### config.mk
export PLATFORM = sky130hd
export DESIGN_NAME = muldiv_unit
export DESIGN_NICKNAME = d
export VERILOG_FILES = /design/src/rtl/muldiv_pkg.sv /design/src/rtl/muldiv_unit_div_iter.sv /design/src/rtl/muldiv_unit.sv
export SDC_FILE = /design/constraint.sdc
export NUM_CORES = 2
export LEC_CHECK = 0
export ABC_AREA = 0
export BUFFER_PORTS_ARGS = -buffer_cell sky130_fd_sc_hd__buf_2
export CAP_MARGIN = 20
export CORE_ASPECT_RATIO = 0.75
export CORE_MARGIN = 4
export CORE_UTILIZATION = 44
export DETAILED_ROUTE_END_ITERATION = 10
export SLEW_MARGIN = 20
export SYNTH_ARGS = -nofsm -noshare
export SYNTH_HDL_FRONTEND = slang
export SYNTH_HIERARCHICAL = 1
export SYNTH_SLANG_ARGS = --single-unit
### constraint.sdc
create_clock -name clk -period 9.9 [get_ports clk]
set_clock_uncertainty 0.1 [all_clocks]
set_input_delay 0 -clock clk [delete_from_list [all_inputs] [get_ports clk]]
set_output_delay 0 -clock clk [all_outputs]
set_load 0.02 [all_outputs]
### src/rtl/muldiv_pkg.sv
// Shared types and constants for the RV32M multiply/divide unit.
package muldiv_pkg;

    localparam logic [31:0] INT_MIN = 32'h8000_0000;

    typedef enum logic [2:0] {
        OP_MUL    = 3'b000,
        OP_MULH   = 3'b001,
        OP_MULHSU = 3'b010,
        OP_MULHU  = 3'b011,
        OP_DIV    = 3'b100,
        OP_DIVU   = 3'b101,
        OP_REM    = 3'b110,
        OP_REMU   = 3'b111
    } md_op_e;

    typedef enum logic [2:0] {
        IDLE = 3'd0,
        MUL  = 3'd1,
        DIV  = 3'd2,
        FIX  = 3'd3,
        DONE = 3'd4
    } md_state_e;

    function automatic logic [31:0] abs32(input logic [31:0] v);
        return v[31] ? (~v + 32'd1) : v;
    endfunction

endpackage

### src/rtl/muldiv_unit_div_iter.sv
// Restoring divider datapath: one shift-subtract step per enable.
module div_iter
    import muldiv_pkg::*;
(
    input  logic        clk,
    input  logic        rst_n,
    input  logic        load,
    input  logic        en,
    input  logic [31:0] dividend,
    input  logic [31:0] divisor,
    output logic [31:0] quo,
    output logic [31:0] rem
);

    logic [31:0] rem_q;
    logic [31:0] quo_q;
    logic [31:0] dvs_q;
    logic [32:0] trial;

    // rem stays below the divisor, so a borrow in bit 32 means "does not fit"
    assign trial = {rem_q, quo_q[31]} - {1'b0, dvs_q};

    always_ff @(posedge clk or negedge rst_n) begin
        if (!rst_n) begin
            rem_q <= '0;
            quo_q <= '0;
            dvs_q <= '0;
        end else if (load) begin
            rem_q <= '0;
            quo_q <= dividend;
            dvs_q <= divisor;
        end else if (en) begin
            if (!trial[32]) begin
                rem_q <= trial[31:0];
                quo_q <= {quo_q[30:0], 1'b1};
            end else begin
                rem_q <= {rem_q[30:0], quo_q[31]};
                quo_q <= {quo_q[30:0], 1'b0};
            end
        end
    end

    assign quo = quo_q;
    assign rem = rem_q;

endmodule

### src/rtl/muldiv_unit.sv
// RV32M execute-stage unit: 2-cycle multiply, 34-cycle radix-2 divide,
// single-cycle divide-by-zero and signed-overflow results.
module muldiv_unit
    import muldiv_pkg::*;
#(
    parameter int XLEN      = 32,
    parameter int DIV_ITERS = 32
) (
    input  logic            clk,
    input  logic            rst_n,
    input  logic            startE,
    input  logic [2:0]      funct3E,
    input  logic [XLEN-1:0] opA,
    input  logic [XLEN-1:0] opB,
    input  logic [4:0]      waddrE,
    input  logic            FlushE,
    output logic            busy,
    output logic            done,
    output logic [XLEN-1:0] result,
    output logic [4:0]      waddrM
);

    md_state_e   state_q, state_d;
    logic [31:0] a_q, a_d;
    logic [31:0] b_q, b_d;
    logic [2:0]  f3_q, f3_d;
    logic [4:0]  wa_q, wa_d;
    logic [4:0]  cnt_q, cnt_d;
    logic [31:0] result_q, result_d;
    logic [4:0]  waddrM_q, waddrM_d;

    logic        div_load, div_en;
    logic [31:0] div_quo, div_rem;
    logic        sgn_in, ovf_in;
    logic [31:0] dvd_in, dvs_in;

    logic        a_sx, b_sx;
    logic signed [63:0] ax, bx, prod;
    logic        q_neg, r_neg;
    logic [31:0] q_fix, r_fix;

    assign sgn_in = ~funct3E[0];
    assign ovf_in = sgn_in & (opA == INT_MIN) & (opB == 32'hFFFF_FFFF);
    assign dvd_in = sgn_in ? abs32(opA) : opA;
    assign dvs_in = sgn_in ? abs32(opB) : opB;

    assign a_sx = ((f3_q == OP_MULH) | (f3_q == OP_MULHSU)) & a_q[31];
    assign b_sx = (f3_q == OP_MULH) & b_q[31];
    assign ax   = {{32{a_sx}}, a_q};
    assign bx   = {{32{b_sx}}, b_q};
    assign prod = ax * bx;

    assign q_neg = ~f3_q[0] & (a_q[31] ^ b_q[31]);
    assign r_neg = ~f3_q[0] & a_q[31];
    assign q_fix = q_neg ? (~div_quo + 32'd1) : div_quo;
    assign r_fix = r_neg ? (~div_rem + 32'd1) : div_rem;

    always_comb begin
        state_d  = state_q;
        a_d      = a_q;
        b_d      = b_q;
        f3_d     = f3_q;
        wa_d     = wa_q;
        cnt_d    = cnt_q;
        result_d = result_q;
        waddrM_d = waddrM_q;
        div_load = 1'b0;
        div_en   = 1'b0;
        unique case (state_q)
            IDLE: begin
                if (startE && !FlushE) begin
                    a_d  = opA;
                    b_d  = opB;
                    f3_d = funct3E;
                    wa_d = waddrE;
                    if (!funct3E[2]) begin
                        state_d = MUL;
                    end else if (opB == '0) begin
                        state_d  = DONE;
                        result_d = funct3E[1] ? opA : 32'hFFFF_FFFF;
                        waddrM_d = waddrE;
                    end else if (ovf_in) begin
                        state_d  = DONE;
                        result_d = funct3E[1] ? 32'd0 : INT_MIN;
                        waddrM_d = waddrE;
                    end else begin
                        state_d  = DIV;
                        div_load = 1'b1;
                        cnt_d    = 5'(DIV_ITERS - 1);
                    end
                end
            end
            MUL: begin
                result_d = (f3_q == OP_MUL) ? prod[31:0] : prod[63:32];
                waddrM_d = wa_q;
                state_d  = DONE;
            end
            DIV: begin
                div_en = 1'b1;
                if (cnt_q == '0) state_d = FIX;
                else cnt_d = cnt_q - 5'd1;
            end
            FIX: begin
                result_d = f3_q[1] ? r_fix : q_fix;
                waddrM_d = wa_q;
                state_d  = DONE;
            end
            DONE: state_d = IDLE;
            default: state_d = IDLE;
        endcase
        // A flush discards the op and leaves the last completed result intact
        if (FlushE) begin
            state_d  = IDLE;
            result_d = result_q;
            waddrM_d = waddrM_q;
            div_load = 1'b0;
            div_en   = 1'b0;
        end
    end

    always_ff @(posedge clk or negedge rst_n) begin
        if (!rst_n) begin
            state_q  <= IDLE;
            a_q      <= '0;
            b_q      <= '0;
            f3_q     <= '0;
            wa_q     <= '0;
            cnt_q    <= '0;
            result_q <= '0;
            waddrM_q <= '0;
        end else begin
            state_q  <= state_d;
            a_q      <= a_d;
            b_q      <= b_d;
            f3_q     <= f3_d;
            wa_q     <= wa_d;
            cnt_q    <= cnt_d;
            result_q <= result_d;
            waddrM_q <= waddrM_d;
        end
    end

    div_iter u_div (
        .clk      (clk),
        .rst_n    (rst_n),
        .load     (div_load),
        .en       (div_en),
        .dividend (dvd_in),
        .divisor  (dvs_in),
        .quo      (div_quo),
        .rem      (div_rem)
    );

    assign busy   = (state_q == MUL) | (state_q == DIV) | (state_q == FIX)
                  | ((state_q == IDLE) & startE);
    assign done   = (state_q == DONE);
    assign result = result_q;
    assign waddrM = waddrM_q;

endmodule
Word level (Yosys, flattened, before mapping)
Index checks and enable logic that the tools add are counted.
- word-level logic and storage cells: 116
- ROM bits: 0
- bits in latches: 0
- memories: 0
- bits in registers: 213
- input port bits: 76
- bits in writable memories: 0
- equality and inequality tests: 16
- muxes and demuxes: 47
- $mul: 1
- shift operators: 0
- bitwise operators: 19
- reductions and logical operators: 16
- $lt $le $gt $ge: 0
- add/sub/neg operators: 6
- div/mod/pow operators: 0
- operators by type and width (kind ; number):
    32-bit two-way mux ; 19
    32-bit by 1-bit adder with 32-bit output (second input constant) ; 4
    32-bit inverter ; 4
    32-bit case mux with 3 select lines ; 1
    32-bit == test (second input constant) ; 2
    33-bit by 33-bit multiplier with 64-bit output ; 1
    5-bit two-way mux ; 9
    33-bit by 32-bit subtractor with 33-bit output ; 1
    32-bit logical NOT ; 1
    5-bit case mux with 2 select lines ; 2
    3-bit two-way mux ; 6
    2-bit inequality test (second input constant) ; 5
    5-bit AND reduction ; 2
    3-bit by 2-bit == test with 1-bit output (second input constant) ; 3
    1-bit two-way mux ; 9
    3-bit inequality test (second input constant) ; 3
    3-bit case mux with 3 select lines ; 1
    1-bit bitwise AND ; 7
    3-bit by 1-bit == test with 1-bit output (second input constant) ; 2
    3-bit logical NOT ; 2
    6-bit AND reduction ; 1
    2-bit nonzero test ; 3
    5-bit logical NOT ; 1
    5-bit by 1-bit subtractor with 5-bit output (second input constant) ; 1
    9 further kinds ; 15

Longest topological paths before layout
- depth in word-level cells: 10
- depth in mapped cells: 32
- mapped depth without buffers: 29

Hierarchy
Netlist, hierarchy kept.
- modules (own cells, without submodules) (module ; sequential area each (sq um) ; times used ; cells each ; area an instance (sq um)):
    muldiv_unit ; 2927.8 ; 1 ; 5257 ; 46530.9
    div_iter ; 2402.3 ; 1 ; 710 ; 6108.4

Worst setup path after synthesis
OpenSTA, ideal clock, no wires.
- kind: register to register
- from: register f3_q[1]
- to: register result_q[28] (netlist: result[28])
- data required time: 9713 ps
- path slack: 1396 ps
- library setup time: 87 ps
- buffers on the path: 3
- data arrival time: 8317 ps
- period minus slack after synthesis: 8504 ps
- cell stages (with the launch flop): 28
- cells stage by stage: dfrtp_1 clkbuf_1 xnor2_1 nor3b_1 clkbuf_1 nand2_1 fa_1 fa_1 inv_1 fa_1 inv_1 fa_1 inv_1 fa_1 fa_1 fa_1 inv_1 fa_1 inv_1 ha_1 clkbuf_1 a21o_1 o311ai_0 o221a_2 a21oi_1 o21a_1 or2_2 o211ai_1
- word-level cells in the longest chain between the ends: 6
- ends and longest elaborated chain (what ; line ; text):
    from (decl) ; muldiv_unit.sv:26 ; logic [2:0] f3_q, f3_d;
    from (signal assigned) ; muldiv_unit.sv:126 ; f3_q <= '0;
    from (signal assigned) ; muldiv_unit.sv:135 ; f3_q <= f3_d;
    3-bit by 1-bit == test with 1-bit output / 3-bit by 2-bit == test with 1-bit output (equally long branches) ; muldiv_unit.sv:47, muldiv_unit.sv:48 ;
    1-bit bitwise OR ; muldiv_unit.sv:47 ; assign a_sx = ((f3_q == OP_MULH) | (f3_q == OP_MULHSU)) & a_q[31];
    1-bit bitwise AND ; muldiv_unit.sv:47 ;
    33-bit by 33-bit multiplier with 64-bit output ; muldiv_unit.sv:51 ; assign prod = ax * bx;
    32-bit two-way mux ; muldiv_unit.sv:94 ; result_d = (f3_q == OP_MUL) ? prod[31:0] : prod[63:32];
    32-bit case mux with 3 select lines (*) ; muldiv_unit.sv:69 ; unique case (state_q)
    to (signal assigned) ; muldiv_unit.sv:138 ; result_q <= result_d;
    to (decl) ; muldiv_unit.sv:29 ; logic [31:0] result_q, result_d;
Mark *: on every way between the ends. The rest lies on a longest branch, timed or not.
A chain may end at the register's enable or synchronous reset.

Worst setup path in the final report
- from: register f3_q[0]
- to: register result_q[27] (netlist: result[27])
Same word-level chain as after synthesis.

==> out/results.tsv <==
stage	metric	value	unit
finish	area grow syn2layout	7.46	%
synth	Top FF cell, synth	dfrtp_1	
drt	antenna viol nets, final	0	
global_route	first-pass GRT wire length	270	mm
floorplanning	CORE AREA	118000	um2
critical_path	most used cell, CP	fa_1	
global_route	GRT Util Overall	28.2	%
synth	largest family of logic cells by synthesized area	adder cells	
cts	CTS tree	built	
synth	simple-gate share of the synthesized area	16.0	%
cts	Root Buffer	clkbuf_16	
sta	setup_tns	0	ns
cts	clock-pin slew on the worst setup and hold paths	0.07	ns
critical_path	critical path's slowest cell	fa_1	
floorplanning	die area	125000	um2
drt	final WL	174	mm
synth	Seq/Total Area, Yosys	10.1	%
cts	Sink Count	213	
place	placed cell areas	55000	um2
synth	Compound-Gate Fraction of Synth Area	8.23	%
sta	f_max	107	MHz
synth	top cell type's share of synthesized area	42.8	%
synth	Synth Area in XOR/XNOR	3.26	%
synth	Seq cells post-synth	213	
floorplanning	Die W	407	um
critical_path	r2r setup slk	0.56	ns
synth	Post-synth EDFFs	0	
drt	via count	41937	
sta	minimum clock period	9.34	ns
critical_path	crit path max fanout	23	
critical_path	Buf+Inv Stages, Crit Path	7	
global_route	initial antenna violation count	8	
place	Port Buffers	114	
cts	Clock Latency Late Sink	0.57	ns
synth	post-synthesis mux area share	2.28	%
critical_path	Startpoint Class	register	
cts	CTS max path bufs	3	
finish	Post-Route Utilization	47.8	%
sta	Final setup viols	0	
drt	drt via density	5.55	
floorplanning	# IOs	115	
critical_path	critical path class	reg2reg	
synth	Post-Syn Area	52600	um2
floorplanning	die height	308	um
finish	Nets	7433	
synth	synth unique cells	84	
critical_path	reg2reg end	result[27]$_DFFE_PN0P_	
synth	top cells by area, synth	fa_1, dfrtp_1, inv_1	
sta	Rel. slew slack	23.9	%
sta	Slew Limit Fails	0	
place	detailed placement HPWL	143	mm
critical_path	CP arrival	9.64	ns
finish	post-route cell area	56600	um2
floorplanning	Starting Density	44.5	%
place	Placed Cells incl. Taps	7430	
critical_path	critical path endpoint category	register	
synth	Post-Synth Adder-Cell Area	48.8	%
synth	ys async rst share	100	%
drt	DRT iter0 DRCs	4151	
outcome	status	complete, but fails checks	
synth	Syn Area/Cell	8.82	um2
outcome	failing checks	hold timing	
critical_path	slowest stage delay, CP	0.85	ns
drt	DR WL/cell	23.0	um
finish	proportion of layout cells with a drive suffix above 1	6.69	%
cts	H-tree levels	1	
drt	DRC	0	
global_route	vias in the first global route	43116	
cts	Setup Buffers After CTS	0	
critical_path	r2r startpoint	f3_q[0]$_DFFE_PN0P_	
finish	non-filler cells, final	7555	
critical_path	Critical Path Stages	28	
global_route	largest net degree at the start of global routing	98	
floorplanning	row cnt	109	
sta	crit share post-route	94.4	%
synth	warnings from Yosys	6	
hold_path	Hold/Removal Path Class	in2async	
sta	Worst Max-Slew Pin Slew	1.14	ns
synth	Synth Instances	5967	
sta	final hold vios	3	
critical_path	Worst EP required	10.20	ns
sta	worst hold margin	-0.00278	ns
critical_path	reg2reg path depth	28	
drt	DR pass1 iterations	6	
sta	RSZ-0062 raised after global routing	false	
cts	TritonCTS Buffers	24	
critical_path	crit-path leading delay family	adder cells	
run	max-cap check violation count	0	
place	Placer Congestion	0.971	
synth	leading area contributor after synthesis	fa_1	
synth	syn_nets	7421	
global_route	GRT overflow	0	
## worst reg2reg max path, delay by kind of cell, from the launching register on
family          cells  cell delay, ns
buf+inv             7            0.81
flops               1            0.49
simple gates        4            1.16
xor+xnor            1            0.22
fa+ha+maj           9            4.76
compound gates      7            1.67
## cells in the mapped netlist, types with 10 or more instances
library cell / instances
inv_1: 1234
fa_1: 1126
nand2_1: 967
and2_1: 324
clkbuf_1: 305
ha_1: 252
o21ai_0: 231
dfrtp_1: 213
nor2_1: 197
a21oi_1: 170
xnor2_1: 117
xor2_1: 79
mux2_2: 71
nand3_1: 47
nor3_1: 46
a21o_1: 45
mux2i_1: 40
nor2b_1: 35
a311oi_1: 29
nand4_1: 29
o211ai_1: 27
a31oi_1: 26
nand2b_1: 25
nor4_1: 24
or4_1: 22
o31ai_1: 18
o21a_1: 17
and3_1: 16
o21bai_1: 16
o22ai_1: 16
or3_1: 16
a211oi_1: 15
o41ai_1: 15
or2_2: 14
buf_1: 12
buf_2: 10
## flip-flops by register name (all words and copies together) (netlist names)
name / flops
a_q: 32
cnt_q: 5
result: 32
u_div/dvs_q: 32
u_div/rem: 32
f3_q: 3
b_q: 32
state_q: 3
u_div/quo: 32
waddrM: 5
wa_q: 5
## area by class of cell
type	count	area, um2
tap	1554	1940
sequential	213	5340
clock inverter	8	82.6
timing repair buffer	318	2390
fill	11455	61700
inverter	1235	4640
multi-input combinational	4187	41400
antenna	5	12.5
clock buffer	35	723
## cell families (layout without fill, tap and decap cells)
kind of cell             Yosys count  after routing
other                              0              5
buffers and inverters           1567           1596
AO/OA/AOI/OAI                    696            696
XOR/XNOR                         196            196
AND/OR/NAND/NOR                 1806           1806
adder cells (fa/ha/maj)         1378           1378
multiplexers                     111            111
flip-flops                       213            213
## cell usage in the layout, fill, tap and decap left out, types with 16 or more instances in the layout
cell and count:
o21bai_1 16, a21oi_1 170, inv_1 1234, buf_4 120, nand3_1 47, o21ai_0 231, o31ai_1 18, xnor2_1 117
nand4_1 29, xor2_1 79, a311oi_1 29, mux2_2 71, nor4_1 24, clkbuf_16 25, dlygate4sd3_1 77, nor2b_1 33
nand2b_1 25, a31oi_1 26, and2_1 323, or3_1 16, a21o_1 45, fa_1 1126, o22ai_1 16, mux2i_1 40
dfrtp_1 208, and3_1 16, o211ai_1 27, ha_1 252, nand2_1 966, nor2_1 197, nor3_1 44, or4_1 22
buf_2 113, o21a_1 17
## layer usage
metal / GRT usage (%) / vias up / routed length (um)
li1: - / 18181 / -
met1: 42.8 / 21706 / 78500
met2: 41.4 / 1813 / 73000
met3: 5.96 / 237 / 17500
met4: 6.42 / 0 / 4920
met5: 0.150 / - / 0
## metrics by stage
| stage | worst slack, ns | hold slack (ns) |
|---|---|---|
| after floorplan | 1.40 | -0.396 |
| after global placement | 0.678 | 0.0548 |
| after detailed placement | 0.474 | 0.0533 |
| after CTS | 0.442 | 0.0500 |
| after global routing | 0.0707 | 0.0726 |
| final | 0.558 | -0.00278 |
## worst max path at each step
stage          slack, ns                      to                 from
4_1_cts             0.44  result[27]$_DFFE_PN0P_  f3_q[0]$_DFFE_PN0P_
5_1_grt             0.07  result[27]$_DFFE_PN0P_  f3_q[0]$_DFFE_PN0P_
6_report            0.56  result[27]$_DFFE_PN0P_  f3_q[0]$_DFFE_PN0P_
3_5_place_dp        0.47  result[27]$_DFFE_PN0P_  f3_q[0]$_DFFE_PN0P_
3_3_place_gp        0.68  result[27]$_DFFE_PN0P_  f3_q[0]$_DFFE_PN0P_
2_1_floorplan       1.40  result[28]$_DFFE_PN0P_  f3_q[1]$_DFFE_PN0P_
## timing repair
| action | in CTS | in global routing |
|---|---|---|
| gates resized for setup | 0 | 1 |
| hold buffers | 77 | 0 |
| endpoints found under the hold margin | 252 | 0 |
| setup endpoints to repair | 0 | 3 |
Power is left out: the tool's default activity adds up to more than one toggle a clock period on the data nets, which glitch-free logic cannot reach.
